## config.mk

```make
export PLATFORM = sky130hd
export DESIGN_NAME = mmio_uart_hub_flat
export DESIGN_NICKNAME = d
export VERILOG_FILES = /design/src/rtl/mmio_uart_hub_if.sv /design/src/rtl/mmio_uart_hub.sv /design/src/flat_wrapper.sv
export SDC_FILE = /design/constraint.sdc
export NUM_CORES = 1
export LEC_CHECK = 0
export ABC_AREA = 1
export BUFFER_PORTS_ARGS = -buffer_cell sky130_fd_sc_hd__buf_2
export CAP_MARGIN = 25
export CORE_MARGIN = 4
export CORE_UTILIZATION = 35
export DETAILED_ROUTE_END_ITERATION = 7
export MAX_ROUTING_LAYER = met4
export SLEW_MARGIN = 10
export SYNTH_ARGS = -nofsm -noshare
export SYNTH_HDL_FRONTEND = slang
export SYNTH_SLANG_ARGS = --single-unit
```

## constraint.sdc

```tcl
create_clock -name clk -period 5.49 [get_ports clk]
set_clock_uncertainty 0.15 [all_clocks]
set_input_delay 0.549 -clock clk [delete_from_list [all_inputs] [get_ports clk]]
set_output_delay 0.549 -clock clk [all_outputs]
set_load 0.01 [all_outputs]
```

## src/rtl/mmio_uart_hub_if.sv

```systemverilog
// mmio_uart_hub_if: CPU data-port bundle between the EX/MEM stage and the MMIO hub
interface mmio_uart_hub_if;
  logic [31:0] addr;
  logic rd;
  logic wr;
  logic [31:0] wdata;
  logic [31:0] rdata;
  logic hit;
  modport master (output addr, rd, wr, wdata, input rdata, hit);
  modport slave (input addr, rd, wr, wdata, output rdata, hit);
endinterface

```

## src/rtl/mmio_uart_hub.sv

```systemverilog
// mmio_uart_hub: MMIO hub with TX/RX FIFOs, status/ctrl registers, irq and LED register
module mmio_uart_hub #(
  parameter logic [31:0] BASE_UART = 32'h1000_0000,
  parameter logic [31:0] BASE_LED = 32'h2000_0000,
  parameter int TX_DEPTH = 16,
  parameter int RX_DEPTH = 16,
  parameter int LED_W = 16
) (
  input logic clk,
  input logic rst,
  mmio_uart_hub_if.slave bus,
  output logic [7:0] uart_tx_data,
  output logic uart_tx_we,
  input logic uart_tx_busy,
  input logic [7:0] uart_rx_data,
  input logic uart_rx_valid,
  output logic uart_rx_re,
  output logic [LED_W-1:0] led_out,
  output logic irq
);
  localparam int TA = $clog2(TX_DEPTH);
  localparam int RA = $clog2(RX_DEPTH);
  typedef enum logic [1:0] {T_IDLE, T_HOLD, T_WAIT} t_state_t;
  typedef enum logic {R_IDLE, R_GAP} r_state_t;
  t_state_t t_state;
  r_state_t r_state;
  logic [7:0] tx_mem [TX_DEPTH];
  logic [7:0] rx_mem [RX_DEPTH];
  logic [TA-1:0] tx_rp, tx_wp;
  logic [RA-1:0] rx_rp, rx_wp;
  logic [TA:0] tx_cnt;
  logic [RA:0] rx_cnt;
  logic rx_ovr, tx_ovf, rx_ie, tx_ie;
  logic sel_data, sel_stat, sel_ctrl, sel_led;
  logic rx_nempty, tx_full, tx_idle, tx_push, tx_pop, rx_push, rx_pop, stat_wr;
  logic [31:0] stat;
  assign sel_data = bus.addr == BASE_UART;
  assign sel_stat = bus.addr == BASE_UART + 32'h4;
  assign sel_ctrl = bus.addr == BASE_UART + 32'h8;
  assign sel_led = bus.addr == BASE_LED;
  assign bus.hit = sel_data | sel_stat | sel_ctrl | sel_led;
  assign stat_wr = bus.wr & sel_stat;
  assign rx_nempty = rx_cnt != '0;
  assign tx_full = tx_cnt == (TA+1)'(TX_DEPTH);
  assign tx_idle = tx_cnt == '0 && t_state == T_IDLE;
  // Strobes are gated by rst so nothing reaches the UART core while reset is held
  assign uart_tx_we = rst && t_state == T_IDLE && tx_cnt != '0 && !uart_tx_busy;
  assign uart_tx_data = uart_tx_we ? tx_mem[tx_rp] : 8'h0;
  assign uart_rx_re = rst && r_state == R_IDLE && uart_rx_valid;
  assign tx_pop = uart_tx_we;
  assign tx_push = bus.wr & sel_data & (!tx_full | tx_pop);
  assign rx_pop = bus.rd & sel_data & rx_nempty;
  assign rx_push = uart_rx_re & (rx_cnt != (RA+1)'(RX_DEPTH) | rx_pop);
  assign stat = {8'h0, 8'(tx_cnt), 8'(rx_cnt), 3'b0, tx_ovf, rx_ovr, tx_idle, tx_full, rx_nempty};
  assign bus.rdata = sel_data ? {24'h0, rx_nempty ? rx_mem[rx_rp] : 8'h0} :
                     sel_stat ? stat :
                     sel_ctrl ? {30'h0, tx_ie, rx_ie} :
                     sel_led ? 32'(led_out) : 32'h0;
  always_ff @(posedge clk) begin
    if (tx_push) tx_mem[tx_wp] <= bus.wdata[7:0];
    if (rx_push) rx_mem[rx_wp] <= uart_rx_data;
  end
  always_ff @(posedge clk or negedge rst) begin
    if (!rst) begin
      t_state <= T_IDLE;
      r_state <= R_IDLE;
      tx_rp <= '0;
      tx_wp <= '0;
      rx_rp <= '0;
      rx_wp <= '0;
      tx_cnt <= '0;
      rx_cnt <= '0;
      rx_ovr <= 1'b0;
      tx_ovf <= 1'b0;
      rx_ie <= 1'b0;
      tx_ie <= 1'b0;
      led_out <= '0;
      irq <= 1'b0;
    end else begin
      tx_wp <= tx_wp + TA'(tx_push);
      tx_rp <= tx_rp + TA'(tx_pop);
      tx_cnt <= tx_cnt + (TA+1)'(tx_push) - (TA+1)'(tx_pop);
      rx_wp <= rx_wp + RA'(rx_push);
      rx_rp <= rx_rp + RA'(rx_pop);
      rx_cnt <= rx_cnt + (RA+1)'(rx_push) - (RA+1)'(rx_pop);
      // HOLD covers the cycle before busy rises; WAIT then tracks busy
      t_state <= t_state == T_IDLE ? (uart_tx_we ? T_HOLD : T_IDLE) :
                 t_state == T_HOLD ? T_WAIT : (uart_tx_busy ? T_WAIT : T_IDLE);
      r_state <= r_state == R_IDLE && uart_rx_valid ? R_GAP : R_IDLE;
      rx_ovr <= (uart_rx_re & !rx_push) | (rx_ovr & !(stat_wr & bus.wdata[3]));
      tx_ovf <= (bus.wr & sel_data & !tx_push) | (tx_ovf & !(stat_wr & bus.wdata[4]));
      if (bus.wr & sel_ctrl) {tx_ie, rx_ie} <= bus.wdata[1:0];
      if (bus.wr & sel_led) led_out <= bus.wdata[LED_W-1:0];
      irq <= (rx_ie & rx_nempty) | (tx_ie & tx_idle);
    end
  end
endmodule

```

## src/flat_wrapper.sv

```systemverilog
// flat-port wrapper written by rule: the top's interface ports become plain ports
module mmio_uart_hub_flat 
#(
  parameter logic [31:0] BASE_UART = 32'h1000_0000,
  parameter logic [31:0] BASE_LED = 32'h2000_0000,
  parameter int TX_DEPTH = 16,
  parameter int RX_DEPTH = 16,
  parameter int LED_W = 16
)
  (clk, rst, uart_tx_data, uart_tx_we, uart_tx_busy, uart_rx_data, uart_rx_valid, uart_rx_re, led_out, irq, bus_addr, bus_rd, bus_wr, bus_wdata, bus_rdata, bus_hit);
  mmio_uart_hub_if bus_i ();
  input logic clk;
  input logic rst;
  output logic [7:0] uart_tx_data;
  output logic uart_tx_we;
  input logic uart_tx_busy;
  input logic [7:0] uart_rx_data;
  input logic uart_rx_valid;
  output logic uart_rx_re;
  output logic [LED_W-1:0] led_out;
  output logic irq;
  input wire logic [$bits(bus_i.addr)-1:0] bus_addr;
  input wire logic [$bits(bus_i.rd)-1:0] bus_rd;
  input wire logic [$bits(bus_i.wr)-1:0] bus_wr;
  input wire logic [$bits(bus_i.wdata)-1:0] bus_wdata;
  output wire logic [$bits(bus_i.rdata)-1:0] bus_rdata;
  output wire logic [$bits(bus_i.hit)-1:0] bus_hit;
  assign bus_i.addr = bus_addr;
  assign bus_i.rd = bus_rd;
  assign bus_i.wr = bus_wr;
  assign bus_i.wdata = bus_wdata;
  assign bus_rdata = bus_i.rdata;
  assign bus_hit = bus_i.hit;
  mmio_uart_hub #(.BASE_UART(BASE_UART), .BASE_LED(BASE_LED), .TX_DEPTH(TX_DEPTH), .RX_DEPTH(RX_DEPTH), .LED_W(LED_W)) u_core (.clk(clk), .rst(rst), .bus(bus_i), .uart_tx_data(uart_tx_data), .uart_tx_we(uart_tx_we), .uart_tx_busy(uart_tx_busy), .uart_rx_data(uart_rx_data), .uart_rx_valid(uart_rx_valid), .uart_rx_re(uart_rx_re), .led_out(led_out), .irq(irq));
endmodule
```

---- Word-level counts from Yosys, hierarchy flattened ----
Memory sizes are Yosys's and may differ from the RTL's.
Cells that the tools add are included.
operators by class
  add/subtract/negate cells ............... 8
  eq/ne operators ......................... 7
  multiplexer cells ....................... 15
  bitwise logic cells ..................... 25
  reduce and logical (&&, ||, !) cells .... 17
operators by type and width
  operator                count
  $eq A32 B29 Y1 const B  3
  $mux W32                3
  $eq A32 B30 Y1 const B  1
  $add A4 B1 Y4           4
  $and A1 B1 Y1           16
  $mux W16                1
  $mux W8                 2
  $add A5 B1 Y5           2
  $reduce_bool A5 Y1      2
  $sub A5 B1 Y5           2
  $or A1 B1 Y1            8
  $logic_and A1 B1 Y1     7
  $logic_not A1 Y1        6
  $mux W1                 6
  $mux W2                 3
  $eq A5 B5 Y1 const B    1
  $logic_not A5 Y1        1
  $ne A5 B5 Y1 const B    1
  $eq A2 B1 Y1 const B    1
  $logic_not A2 Y1        1
  $not A1 Y1              1
storage, ports and cells
  bits in registers ....................... 50
  bits in writable memories ............... 256
  input bits .............................. 78
  output and inout port bits .............. 60
  memories ................................ 2
memories
  name           words  bits a word  read ports  clocked after Yosys merged registers in  wr ports  line                 source
  u_core.rx_mem  16     8            1           0                                        1         mmio_uart_hub.sv:28  logic [7:0] rx_mem [RX_DEPTH];
  u_core.tx_mem  16     8            1           0                                        1         mmio_uart_hub.sv:27  logic [7:0] tx_mem [TX_DEPTH];

---- Longest topological paths before layout ----
  depth after elaboration ................. 9
  depth in mapped cells ................... 17
  mapped depth without buffers ............ 16

---- Worst setup path after synthesis ----
No wires, ideal clock.
  kind .................................... input port to flip-flop
  start ................................... input bus_addr[15]
  end ..................................... register u_core.rx_cnt[4]
  data arrival time ....................... 2552 ps
  required time ........................... 5212 ps
  path slack .............................. 2660 ps
  cell stages on the path ................. 16
  path buffers ............................ 1
  cells stage by stage .................... nor2_1 nand2_1 nor2_2 nand2_4 nor2_4 nand3_4 nand2_4 nand2_4 buf_6 inv_1 ha_1 inv_1 fa_1 o21ai_0 a21oi_1 xor2_1
on the way
  cells in the longest elaborated chain, start to end .. 7
RTL lines
  what                          line                 source
  start: declaration            flat_wrapper.sv:22   input wire logic [$bits(bus_i.addr)-1:0] bus_addr;
  $eq A32 B29 Y1 *              mmio_uart_hub.sv:37  assign sel_data = bus.addr == BASE_UART;
  $and A1 B1 Y1 * (2 in a row)  mmio_uart_hub.sv:52  assign rx_pop = bus.rd & sel_data & rx_nempty;
  $or A1 B1 Y1                  mmio_uart_hub.sv:53  assign rx_push = uart_rx_re & (rx_cnt != (RA+1)'(RX_DEPTH) | rx_pop);
  $and A1 B1 Y1                 mmio_uart_hub.sv:53
  $add A5 B1 Y5                 mmio_uart_hub.sv:85  rx_cnt <= rx_cnt + (RA+1)'(rx_push) - (RA+1)'(rx_pop);
  $sub A5 B1 Y5 *               mmio_uart_hub.sv:85
  end signal: assignment        mmio_uart_hub.sv:85
  end: declaration              mmio_uart_hub.sv:32  logic [RA:0] rx_cnt;
Every way passes the cells marked *; elsewhere a longest branch is shown, timed or not.
A chain may end at the register's enable or synchronous reset.

---- Final worst setup path ----
  start ................................... register u_core.rx_rp[2]
  end ..................................... output bus_rdata[4]
on the way
  cells in the longest elaborated chain, start to end .. 3
RTL lines
  what                      line                 source
  start: declaration        mmio_uart_hub.sv:30  logic [RA-1:0] rx_rp, rx_wp;
  start signal: assignment  mmio_uart_hub.sv:84  rx_rp <= rx_rp + RA'(rx_pop);
  $mem_v2 Z16 W8            --
  $mux W8                   mmio_uart_hub.sv:55  assign bus.rdata = sel_data ? {24'h0, rx_nempty ? rx_mem[rx_rp] : 8'h0} :
  $mux W32                  mmio_uart_hub.sv:55
  end: declaration          flat_wrapper.sv:26   output wire logic [$bits(bus_i.rdata)-1:0] bus_rdata;
No other way between the ends.

==> impl_metrics.py <==
metrics = {
    "sta": {
        "relSlewSlack": 0.422,
        "rsz0062_at_grt": "false",
        "timing_worst_slew_pin_value_ns": 0.864,
        "layout_worst_path_cycle_share": 0.675,
        "final-hold-violation-count": 0,
        "timing.setup.tns_ns": 0,
        "post-route-worst-setup-slack_ns": 1.78,
        "max_freq_ghz": 0.270,
        "final_period_minus_worst_setup_slack_ns": 3.71,
        "final_max_slew_viol_count": 0,
        "finalSetupViolations": 0,
    },
    "worst_setup_path": {
        "worst_ep_required_time_ns": 4.79,
        "worst-path-max-fanout": 11,
        "cp_num_cells": 11,
        "critical_path.slowest_cell": "sky130_fd_sc_hd__dfrtp_1",
        "timing.critical_path.max_delay_family": "simple AND/OR/NAND/NOR gates",
        "critical_path_class": "reg2out",
        "critical-path-max-stage-delay_ns": 0.58,
        "cp_num_buf_inv": 3,
        "timing.reg2reg.worst_path_depth": 12,
        "crit_arrival_ns": 3.01,
        "critical_path_source_type": "flop",
        "crit_top_cell": "sky130_fd_sc_hd__nand2_1",
        "critical_path.cell_chain": "inv_1 > nor2_1 > buf_4 > nand3_1 > nand2_1 > a21oi_1 > o21ai_0 > o21ai_0 > nand2_1 > nand2_1 > buf_2",
        "worst_setup_ep_type": "output pin",
    },
    "drt": {
        "vias": 8870,
        "drt_iter0_drc": 590,
        "drt_pre_antenna_iters": 4,
        "route.detailed.drc": 0,
        "route.antenna.remaining_nets": 0,
        "route.detailed.wl_per_inst_microns": 17.1,
        "detail_route.vias_per_cell": 4.81,
        "drt_total_wl_microns": 31500,
    },
    "placement": {
        "dp_hpwl_microns": 20300,
        "finalWeightedCongestion": 0.839,
        "preCtsSetupSlack_ns": 2.09,
        "buffer_ports.inserted": 110,
        "placed_cell_area_sq_um": 14300,
    },
    "grt": {
        "grt_max_degree": 70,
        "grt_antenna_before_repair": 0,
        "wire_length_of_the_first_global_routing_pass_microns": 48700,
        "grt_pass1_vias": 8574,
        "grt-ovfl-total": 0,
        "grtUsageTotal": 0.153,
    },
    "final_layout": {
        "mostFrequentLayoutCells": "sky130_fd_sc_hd__nand2_1 (286), sky130_fd_sc_hd__edfxtp_1 (256), sky130_fd_sc_hd__nor2_1 (122)",
        "areaGrowthSynthToFinish_pct": 14.3,
        "drive_gt1_frac": 0.151,
        "mostFrequentLayoutCell": "sky130_fd_sc_hd__nand2_1",
        "diodes": 0,
        "layout.nets": 1407,
        "final_area_sq_um": 15200,
        "fill_cell_total_of_the_finished_layout": 3580,
    },
    "pwr": {
        "power.static_leakage_nw": 5.93,
        "total_power_mw": 5.94,
        "pwr_density_cell_nw_per_um2": 390,
        "worst_ir_drop_vdd_mv": 0.258,
    },
    "clock_network": {
        "cts_sinks": 306,
        "cts_max_path_buffers": 3,
        "clockRootBuffer": "sky130_fd_sc_hd__clkbuf_16",
        "clock_tree.htree_level_count": 1,
        "clkSlewWorstSetupHoldPaths_ns": 0.06,
        "clock_latency_on_the_worst_skew_pair_ns": 0.55,
        "tritoncts": "done",
        "post-cts-setup-buffer-count": 0,
        "cts_made_buffers": 31,
    },
    "synthesis": {
        "synth_warnings": 0,
        "post_synth.cell_area_avg_sq_um": 11.0,
        "seq_area_frac_synth": 0.671,
        "synthesis.instances": 1211,
        "synth.lib_cells_used.distinct": 40,
        "synthDominantAreaCellType": "sky130_fd_sc_hd__edfxtp_1",
        "synth.ff_latch_count": 306,
        "netlist_area_sq_um": 13300,
        "synth_top_area_frac": 0.577,
        "netlist_top_cells_area": "sky130_fd_sc_hd__edfxtp_1 (58%), sky130_fd_sc_hd__dfrtp_1 (9.4%), sky130_fd_sc_hd__nand2_1 (8.1%)",
    },
    "die": {
        "dieHeight_microns": 203,
        "std_cell_rows": 71,
        "ioPinCount": 138,
        "dieArea_sq_um": 41300,
        "die_w_microns": 203,
        "core_sq_um": 37600,
        "initial_core_util": 0.355,
    },
    "min_path": {
        "min_delay_path_class": "in2reg",
        "hold_depth": 2,
    },
    "run": {
        "max_cap_viol_count": 0,
    },
    "outcome": {
        "run_status": "completed",
    },
}
worst paths after layout:
path / startpoint / to / slack [ns]
setup / recovery: u_core.rx_rp[2] / bus_rdata[4] / 1.78
hold / removal: uart_tx_busy / u_core.t_state[1] / 0.07
max in group asynchronous: rst / u_core.tx_rp[0] / 4.17
hold reg to reg: u_core.r_state / u_core.r_state / 0.27
setup reg to reg: u_core.tx_cnt[2] / u_core.tx_cnt[4] / 2.33
min in group asynchronous: rst / u_core.rx_cnt[4] / 0.53
metrics by stage:
| stage | hold WS (ns) | utilization | instances |
|---|---|---|---|
| 3_5_place_dp | 0.269 | 0.381 | 1786 |
| 6_report | 0.0680 | 0.405 | 1844 |
| 2_1_floorplan | 0.103 | - | 1221 |
| 5_1_grt | 0.0581 | 0.405 | 1844 |
| 4_1_cts | 0.0401 | 0.405 | 1844 |
| 3_3_place_gp | 0.259 | 0.380 | 1785 |
sequential cells by signal, summed over array words and instances, names as in the netlist:
| register | flops |
|---|---|
| u_core.r_state | 1 |
| u_core.tx_ie | 1 |
| u_core.tx_wp | 4 |
| u_core.led_out | 16 |
| u_core.rx_ovr | 1 |
| u_core.t_state | 2 |
| u_core.tx_cnt | 5 |
| u_core.irq | 1 |
| u_core.tx_rp | 4 |
| u_core.rx_wp | 4 |
| u_core.tx_ovf | 1 |
| u_core.rx_ie | 1 |
| u_core.rx_mem | 128 |
| u_core.tx_mem | 128 |
| u_core.rx_rp | 4 |
| u_core.rx_cnt | 5 |
cell type report:
cell class	instances	area (sq um)	area share
Timing Repair Buffer	120	641	0.0421
Clock buffer	39	806	0.0529
Clock inverter	18	115	0.00756
Tap cell	511	639	0.0420
Sequential cell	306	8940	0.587
Multi-Input combinational cell	780	3830	0.251
Inverter	70	263	0.0172
cell families after synthesis:
logic type                 share of synthesized area
adders and majority gates                     0.0199
buffers and inverters                         0.0450
xor gates and xnor gates                      0.0105
and+or+nand+nor                                0.177
other                                       0.000281
DFF                                            0.671
AOI/OAI and AO/OA                             0.0772
report_power, final:
part           switching, mW  internal [mW]  leakage [nW]
Clock                  0.842           1.08         0.451
Combinational          0.851          0.417          2.54
Sequential             0.108           2.64          2.94
Total                   1.80           4.13          5.93
cell usage after synthesis:
library cell,count
sky130_fd_sc_hd__a211oi_1,5
sky130_fd_sc_hd__a21oi_1,82
sky130_fd_sc_hd__a22oi_1,19
sky130_fd_sc_hd__a31oi_1,2
sky130_fd_sc_hd__buf_1,1
sky130_fd_sc_hd__buf_2,23
sky130_fd_sc_hd__buf_4,13
sky130_fd_sc_hd__buf_6,2
sky130_fd_sc_hd__clkbuf_1,26
sky130_fd_sc_hd__clkinv_1,4
sky130_fd_sc_hd__conb_1,1
sky130_fd_sc_hd__dfrtp_1,50
sky130_fd_sc_hd__edfxtp_1,256
sky130_fd_sc_hd__fa_1,2
sky130_fd_sc_hd__ha_1,18
sky130_fd_sc_hd__inv_1,62
sky130_fd_sc_hd__inv_2,4
sky130_fd_sc_hd__nand2_1,286
sky130_fd_sc_hd__nand2_2,2
sky130_fd_sc_hd__nand2_4,3
sky130_fd_sc_hd__nand3_1,96
sky130_fd_sc_hd__nand3_2,5
sky130_fd_sc_hd__nand3_4,1
sky130_fd_sc_hd__nand4_1,3
sky130_fd_sc_hd__nor2_1,122
sky130_fd_sc_hd__nor2_2,12
sky130_fd_sc_hd__nor2_4,5
sky130_fd_sc_hd__nor2b_1,1
sky130_fd_sc_hd__nor3_1,8
sky130_fd_sc_hd__o211ai_1,4
sky130_fd_sc_hd__o21a_1,1
sky130_fd_sc_hd__o21ai_0,57
sky130_fd_sc_hd__o21ai_1,5
sky130_fd_sc_hd__o21bai_1,2
sky130_fd_sc_hd__o22ai_1,4
sky130_fd_sc_hd__o31ai_2,3
sky130_fd_sc_hd__or2_1,1
sky130_fd_sc_hd__or2_2,4
sky130_fd_sc_hd__xnor2_1,3
sky130_fd_sc_hd__xor2_1,13
timing repair:
item	4_1_cts	5_1_grt
gates resized for setup	0	0
hold buffers	1	0
hold endpoints to repair	9	0
endpoints found under the setup margin	0	0
per-layer routing:
| layer | track usage | up-vias | share of wire |
|---|---|---|---|
| li1 | - | 4347 | - |
| met1 | 0.201 | 4269 | 0.43 |
| met2 | 0.255 | 198 | 0.49 |
| met3 | 0.0202 | 56 | 0.045 |
| met4 | 0.0390 | 0 | 0.027 |
| met5 | - | - | 0 |
(Power assumes the default switching activity.)
